**config.mk**
```make
export PLATFORM = sky130hd
export DESIGN_NAME = mult_hilo_sequencer
export DESIGN_NICKNAME = d
export VERILOG_FILES = /design/src/rtl/mult_hilo_sequencer.sv
export SDC_FILE = /design/constraint.sdc
export NUM_CORES = 1
export LEC_CHECK = 0
export ABC_AREA = 1
export ABC_CLOCK_PERIOD_IN_PS = 6050
export CORE_UTILIZATION = 35
export CTS_BUF_LIST = sky130_fd_sc_hd__clkbuf_4
export DETAILED_ROUTE_END_ITERATION = 12
export GPL_TIMING_DRIVEN = 0
export MAX_ROUTING_LAYER = met4
export PLACE_DENSITY = 0.5
export SLEW_MARGIN = 20
export SYNTH_ARGS = -nofsm -noshare
export SYNTH_HDL_FRONTEND = slang
export SYNTH_SLANG_ARGS = --single-unit
export TNS_END_PERCENT = 5
```
**constraint.sdc**
```tcl
create_clock -name Clk -period 6.05 [get_ports Clk]
set_clock_uncertainty 0.05 [all_clocks]
set_input_delay 0.9075 -clock Clk [delete_from_list [all_inputs] [get_ports Clk]]
set_output_delay 0.9075 -clock Clk [all_outputs]
set_load 0.1 [all_outputs]
```
**src/rtl/mult_hilo_sequencer.sv**
```systemverilog
// HI/LO owner for MULT/MULTU/MADD/MSUB: 32-step radix-2 shift-add multiply, then a
// sign fix-up and optional accumulate/subtract against HI/LO, with a Start/Busy/Done handshake.
module mult_hilo_sequencer #(
   parameter int unsigned WIDTH = 32
) (
   input  logic             Clk,
   input  logic             Rst,
   input  logic             Start,
   input  logic [1:0]       Op,
   input  logic [WIDTH-1:0] A,
   input  logic [WIDTH-1:0] B,
   input  logic             HiWrite,
   input  logic             LoWrite,
   input  logic [WIDTH-1:0] WData,
   output logic             Busy,
   output logic             Done,
   output logic [WIDTH-1:0] HI,
   output logic [WIDTH-1:0] LO
);

   localparam int unsigned CW = $clog2(WIDTH);

   typedef enum logic [1:0] {StIdle, StMul, StFix} state_e;

   state_e               state;
   logic [1:0]           op_q;
   logic [WIDTH-1:0]     mcand;
   logic [WIDTH-1:0]     mplier;
   logic [2*WIDTH-1:0]   prod;
   logic                 sign;
   logic [CW-1:0]        cnt;

   logic                 signed_op;
   logic [WIDTH-1:0]     a_mag;
   logic [WIDTH-1:0]     b_mag;
   logic [WIDTH:0]       sum;
   logic [2*WIDTH-1:0]   fixed;
   logic [2*WIDTH-1:0]   result;

   // Magnitude of the most negative value wraps to itself and is treated as unsigned.
   always_comb begin
      signed_op = (Op != 2'b01);
      a_mag     = (signed_op && A[WIDTH-1]) ? -A : A;
      b_mag     = (signed_op && B[WIDTH-1]) ? -B : B;
      sum       = {1'b0, prod[2*WIDTH-1:WIDTH]} + {1'b0, (mplier[0] ? mcand : '0)};
      fixed     = sign ? -prod : prod;
      unique case (op_q)
         2'b10:   result = {HI, LO} + fixed;
         2'b11:   result = {HI, LO} - fixed;
         default: result = fixed;
      endcase
   end

   always_ff @(posedge Clk or negedge Rst) begin
      if (!Rst) begin
         state  <= StIdle;
         op_q   <= '0;
         mcand  <= '0;
         mplier <= '0;
         prod   <= '0;
         sign   <= 1'b0;
         cnt    <= '0;
         Busy   <= 1'b0;
         Done   <= 1'b0;
         HI     <= '0;
         LO     <= '0;
      end else begin
         unique case (state)
            StIdle: begin
               Done <= 1'b0;
               if (HiWrite) HI <= WData;
               if (LoWrite) LO <= WData;
               if (Start) begin
                  op_q   <= Op;
                  mcand  <= a_mag;
                  mplier <= b_mag;
                  sign   <= signed_op & (A[WIDTH-1] ^ B[WIDTH-1]);
                  prod   <= '0;
                  cnt    <= '0;
                  Busy   <= 1'b1;
                  state  <= StMul;
               end
            end
            StMul: begin
               prod   <= {sum, prod[WIDTH-1:1]};
               mplier <= mplier >> 1;
               cnt    <= cnt + CW'(1);
               if (cnt == CW'(WIDTH - 1)) state <= StFix;
            end
            StFix: begin
               {HI, LO} <= result;
               Done     <= 1'b1;
               Busy     <= 1'b0;
               state    <= StIdle;
            end
            default: state <= StIdle;
         endcase
      end
   end

endmodule

```
==> out/metrics.sh <==
WIRE_PER_INST_UM=22.7
CRITPATHMOSTFREQUENTCELL='sky130_fd_sc_hd__nand2_1'
DRC=0
CLK_ROOT_BUFFER_CELL='sky130_fd_sc_hd__clkbuf_4'
WORSTPATHREQUIRED_PS=6660
CLK_PIN_SLEW_WORST_PATHS_PS=70
PATH_MAX_FANOUT=7
CRITPATHLAUNCHTYPE='flop'
GRT_ANTENNA_BEFORE_REPAIR=2
WORST_EP_ARRIVAL_TIME_PS=6370
TOP_LEVEL_PORTS=169
CORE.ROWCOUNT=87
CRITPATHKIND='flop to flop'
WORST_HOLD_SLACK_PS=431
PERIOD_MINUS_SLACK_PS=5760
SYNTH_CELL_TYPE_COUNT=55
FIN_CRIT_SH_PCT=95.2
ASYNC_FLOP_SHARE_PCT=100
NUMBER_OF_INSTANCES_IN_THE_SYNTHESIZED_NETLIST=3153
MAX_CAP_VIOL_COUNT=0
MAXIMUM_CELL_STAGE_DELAY_ALONG_THE_CRITICAL_PATH_PS=470
ROUTE.VIAS.TOTAL=23100
CORE-AREA_UM2=56600
CTS_NUM_SINKS=204
POSTLAYOUTCOREUTIL_PCT=42.0
SYNTH_TOP_FLOP_CELL='sky130_fd_sc_hd__dfrtp_1'
LARGEST_NET_DEGREE_AT_THE_START_OF_GLOBAL_ROUTING=88
CHIPHEIGHT_UM=242
YOSYS_WARNINGS=0
SYN_TO_FINAL_GROWTH_PCT=18.4
DRIVE_GT1_SHARE_PCT=6.84
CRIT_FAMILY='simple AND/OR/NAND/NOR gates'
ANTENNA_VIOLATING_NETS_POST_ROUTE=0
OUTCOME='finished, final reports clean'
CLOCK_TREE.BUFFER_DEPTH=3
DIE_AREA_UM2=58400
NUM-NETS-FINAL=3599
FINAL-HOLD-VIOLATION-COUNT=0
GR-TOTAL-OVERFLOW=0
DRTPASS1ITERATIONS=5
DETAILED_PLACE.AREA_UM2=22800
GRT_PASS1_VIAS=22300
TOTAL_ROUTING_USAGE_REPORTED_BY_GLOBAL_ROUTING_PCT=33.1
CPMAXSTAGEDELAYCELL='sky130_fd_sc_hd__dfrtp_1'
SYN_STD_CELL_AREA_UM2=20100
RSZ0062_AT_GRT='no'
INITIAL_DRT_MARKERS=2042
NUMBER_OF_NETS_PRODUCED_BY_SYNTHESIS=3359
MAXCLOCKFREQUENCY_MHz=174
SYNTHESIS.AREA_PER_INSTANCE_UM2=6.37
CRITICAL_PATH.N_BUFFERS_INVERTERS=3
COUNT_OF_FLIP_FLOPS_WITH_A_BUILT_IN_ENABLE_AFTER_SYNTHESIS=0
FLOORPLAN.INITIALDENSITY_PCT=35.5
PORTBUFFERS=168
DETAIL_ROUTE.VIAS_PER_CELL=5.50
HPWLAFTERDP_MM=79.7
GRT_FIRST_PASS_WIRELENGTH_MM=141
CLKLATENCYLATEPIN_PS=850
TIMING.FINAL.MAX_SLEW_VIOLATIONS=0
CTS_TREE='done'
SYNTH_SEQUENTIAL_AREA_RATIO_PCT=25.4
TIMING_WORST_SLEW_PIN_VALUE_PS=1260
TYPE_OF_DESTINATION_OF_THE_CRITICAL_PATH='flop'
GP_ROUTABILITY_CONGESTION=1.02
NUMCTSBUFFERS=66
ROUTE.FINAL.WIRE_LENGTH_MM=95.2
YS_SEQ_ELEMENTS=204
SETUP_VIOLATIONS=0
TIMING.MAX_SLEW.REL_SLACK_PCT=16.3
FILLCELLCOUNT=6232
H-TREE-DEPTH=3
FINAL_CELL_AREA_UM2=23800
MIN-DELAY-PATH-CLASS='flop to flop'
DIE_W_UM=242
## cells by family after synthesis
kind of cell,share of synthesized area [%]
flip-flops,25.4
AO/OA/AOI/OAI,21.3
XOR/XNOR,6.93
buffers and inverters,8.81
AND/OR/NAND/NOR,31.1
adder cells (fa/ha/maj),6.49
## path summary, 6_finish.rpt
check | startpoint | to | slack (ps) | depth (start not counted)
max | prod[0]$_DFFE_PN0P_ | HI[29]$_DFFE_PN0P_ | 290 | 29
min | mcand[5]$_DFFE_PN0P_ | mcand[5]$_DFFE_PN0P_ | 430 | 2
max reg2reg | prod[0]$_DFFE_PN0P_ | HI[29]$_DFFE_PN0P_ | 290 | 29
min reg2reg | mcand[5]$_DFFE_PN0P_ | mcand[5]$_DFFE_PN0P_ | 430 | 2
max in group asynchronous | Rst | mplier[9]$_DFFE_PN0P_ | 4160 | 4
min in group asynchronous | Rst | prod[16]$_DFFE_PN0P_ | 510 | 2
## worst reg2reg max path: cells and delay by family (launching register included)
kind,cells,cell delay (ps)
AND/OR/NAND/NOR,13,1920
flip-flops,1,470
AO/OA/AOI/OAI,9,1900
XOR/XNOR,2,350
buffers and inverters,3,280
adder cells (fa/ha/maj),2,610
## stage by stage
step | worst slack (ps) | setup TNS [ps] | std cells
3_3_place_gp | -5090 | -1028360 | 4077
2_1_floorplan | 1840 | 0 | 3153
3_5_place_dp | -47.6 | -47.6 | 4079
6_report | 291 | 0 | 4197
5_1_grt | 16.9 | 0 | 4196
4_1_cts | 52.2 | 0 | 4192
## synthesized netlist by cell type, types with 9 or more instances
cell | count | area [um2]
sky130_fd_sc_hd__nand2_1 | 695 | 2610
sky130_fd_sc_hd__a21oi_1 | 219 | 1100
sky130_fd_sc_hd__nor4_1 | 18 | 113
sky130_fd_sc_hd__nand3_1 | 174 | 871
sky130_fd_sc_hd__or2_2 | 10 | 62.6
sky130_fd_sc_hd__nand2_2 | 16 | 100
sky130_fd_sc_hd__a21o_1 | 13 | 97.6
sky130_fd_sc_hd__xnor2_1 | 53 | 464
sky130_fd_sc_hd__o211ai_1 | 35 | 263
sky130_fd_sc_hd__a31oi_1 | 52 | 325
sky130_fd_sc_hd__nor3_1 | 44 | 220
sky130_fd_sc_hd__xor2_1 | 106 | 928
sky130_fd_sc_hd__buf_1 | 9 | 33.8
sky130_fd_sc_hd__nor2_1 | 437 | 1640
sky130_fd_sc_hd__inv_2 | 17 | 63.8
sky130_fd_sc_hd__nor2_2 | 22 | 138
sky130_fd_sc_hd__o21a_1 | 12 | 90.1
sky130_fd_sc_hd__ha_1 | 101 | 1260
sky130_fd_sc_hd__o21ai_1 | 23 | 115
sky130_fd_sc_hd__o21ai_0 | 245 | 1230
sky130_fd_sc_hd__nand4_1 | 38 | 238
sky130_fd_sc_hd__inv_1 | 355 | 1330
sky130_fd_sc_hd__a22oi_1 | 30 | 225
sky130_fd_sc_hd__clkbuf_1 | 75 | 282
sky130_fd_sc_hd__o21bai_1 | 29 | 218
sky130_fd_sc_hd__dfrtp_1 | 204 | 5100
sky130_fd_sc_hd__o22ai_1 | 47 | 294
## sequential cells by signal, indices dropped and copies added (netlist names)
name and flops:
HI 32, op_q 2, mplier 32, Busy 1, Done 1, sign 1, cnt 5, mcand 32
LO 32, prod 64, state 2
## layout by cell type (no fill, tap or decap), types with 7 or more instances in the layout
master,Yosys,layout
sky130_fd_sc_hd__or2_2,10,10
sky130_fd_sc_hd__o22ai_1,47,47
sky130_fd_sc_hd__nand2_2,16,19
sky130_fd_sc_hd__o221ai_1,8,8
sky130_fd_sc_hd__o21ai_2,5,7
sky130_fd_sc_hd__xor2_1,106,103
sky130_fd_sc_hd__dfrtp_1,204,204
sky130_fd_sc_hd__o21ai_1,23,23
sky130_fd_sc_hd__clkbuf_4,0,90
sky130_fd_sc_hd__clkdlybuf4s50_1,0,167
sky130_fd_sc_hd__nand4_1,38,38
sky130_fd_sc_hd__nand2_1,695,692
sky130_fd_sc_hd__nor2_2,22,24
sky130_fd_sc_hd__inv_1,355,355
sky130_fd_sc_hd__clkinv_1,2,10
sky130_fd_sc_hd__ha_1,101,97
sky130_fd_sc_hd__o21a_1,12,12
sky130_fd_sc_hd__buf_1,9,9
sky130_fd_sc_hd__a31oi_1,52,51
sky130_fd_sc_hd__o211ai_1,35,35
sky130_fd_sc_hd__o21ai_0,245,242
sky130_fd_sc_hd__a22oi_1,30,30
sky130_fd_sc_hd__nand3_1,174,171
sky130_fd_sc_hd__nor2_1,437,434
sky130_fd_sc_hd__a21o_1,13,13
sky130_fd_sc_hd__nor4_1,18,14
sky130_fd_sc_hd__inv_2,17,18
sky130_fd_sc_hd__a21oi_1,219,219
sky130_fd_sc_hd__nor3_1,44,43
sky130_fd_sc_hd__buf_2,7,7
sky130_fd_sc_hd__clkbuf_1,75,75
sky130_fd_sc_hd__xnor2_1,53,53
sky130_fd_sc_hd__o21bai_1,29,28
## routing by layer
layer	track usage, %	vias to the layer above	share of wire [%]
li1	-	11100	-
met1	43.1	11000	44
met4	11.6	0	3.7
met2	52.2	883	46
met5	-	-	0
met3	4.64	164	6.2
## final cells by class
class	count	area [um2]	area share, %
Inverter	374	1400	5.90
Timing Repair Buffer	172	1760	7.40
Clock buffer	90	676	2.84
Buffer	93	365	1.54
Tap cell	756	946	3.98
Clock inverter	22	166	0.700
Sequential cell	204	5100	21.5
Multi-Input combinational cell	2482	13400	56.1
Antenna cell	4	10.0	0.0421
## repair_timing
item	in CTS	in global routing
hold buffers	1	0
setup buffers	0	1
pin swaps	0	3
endpoints found under the setup margin	1	24
resized for setup	3	31
hold endpoints to repair	47	0
Power is not shown: default switching activity piles up to over one toggle a cycle in this logic, so the estimate is an artifact.
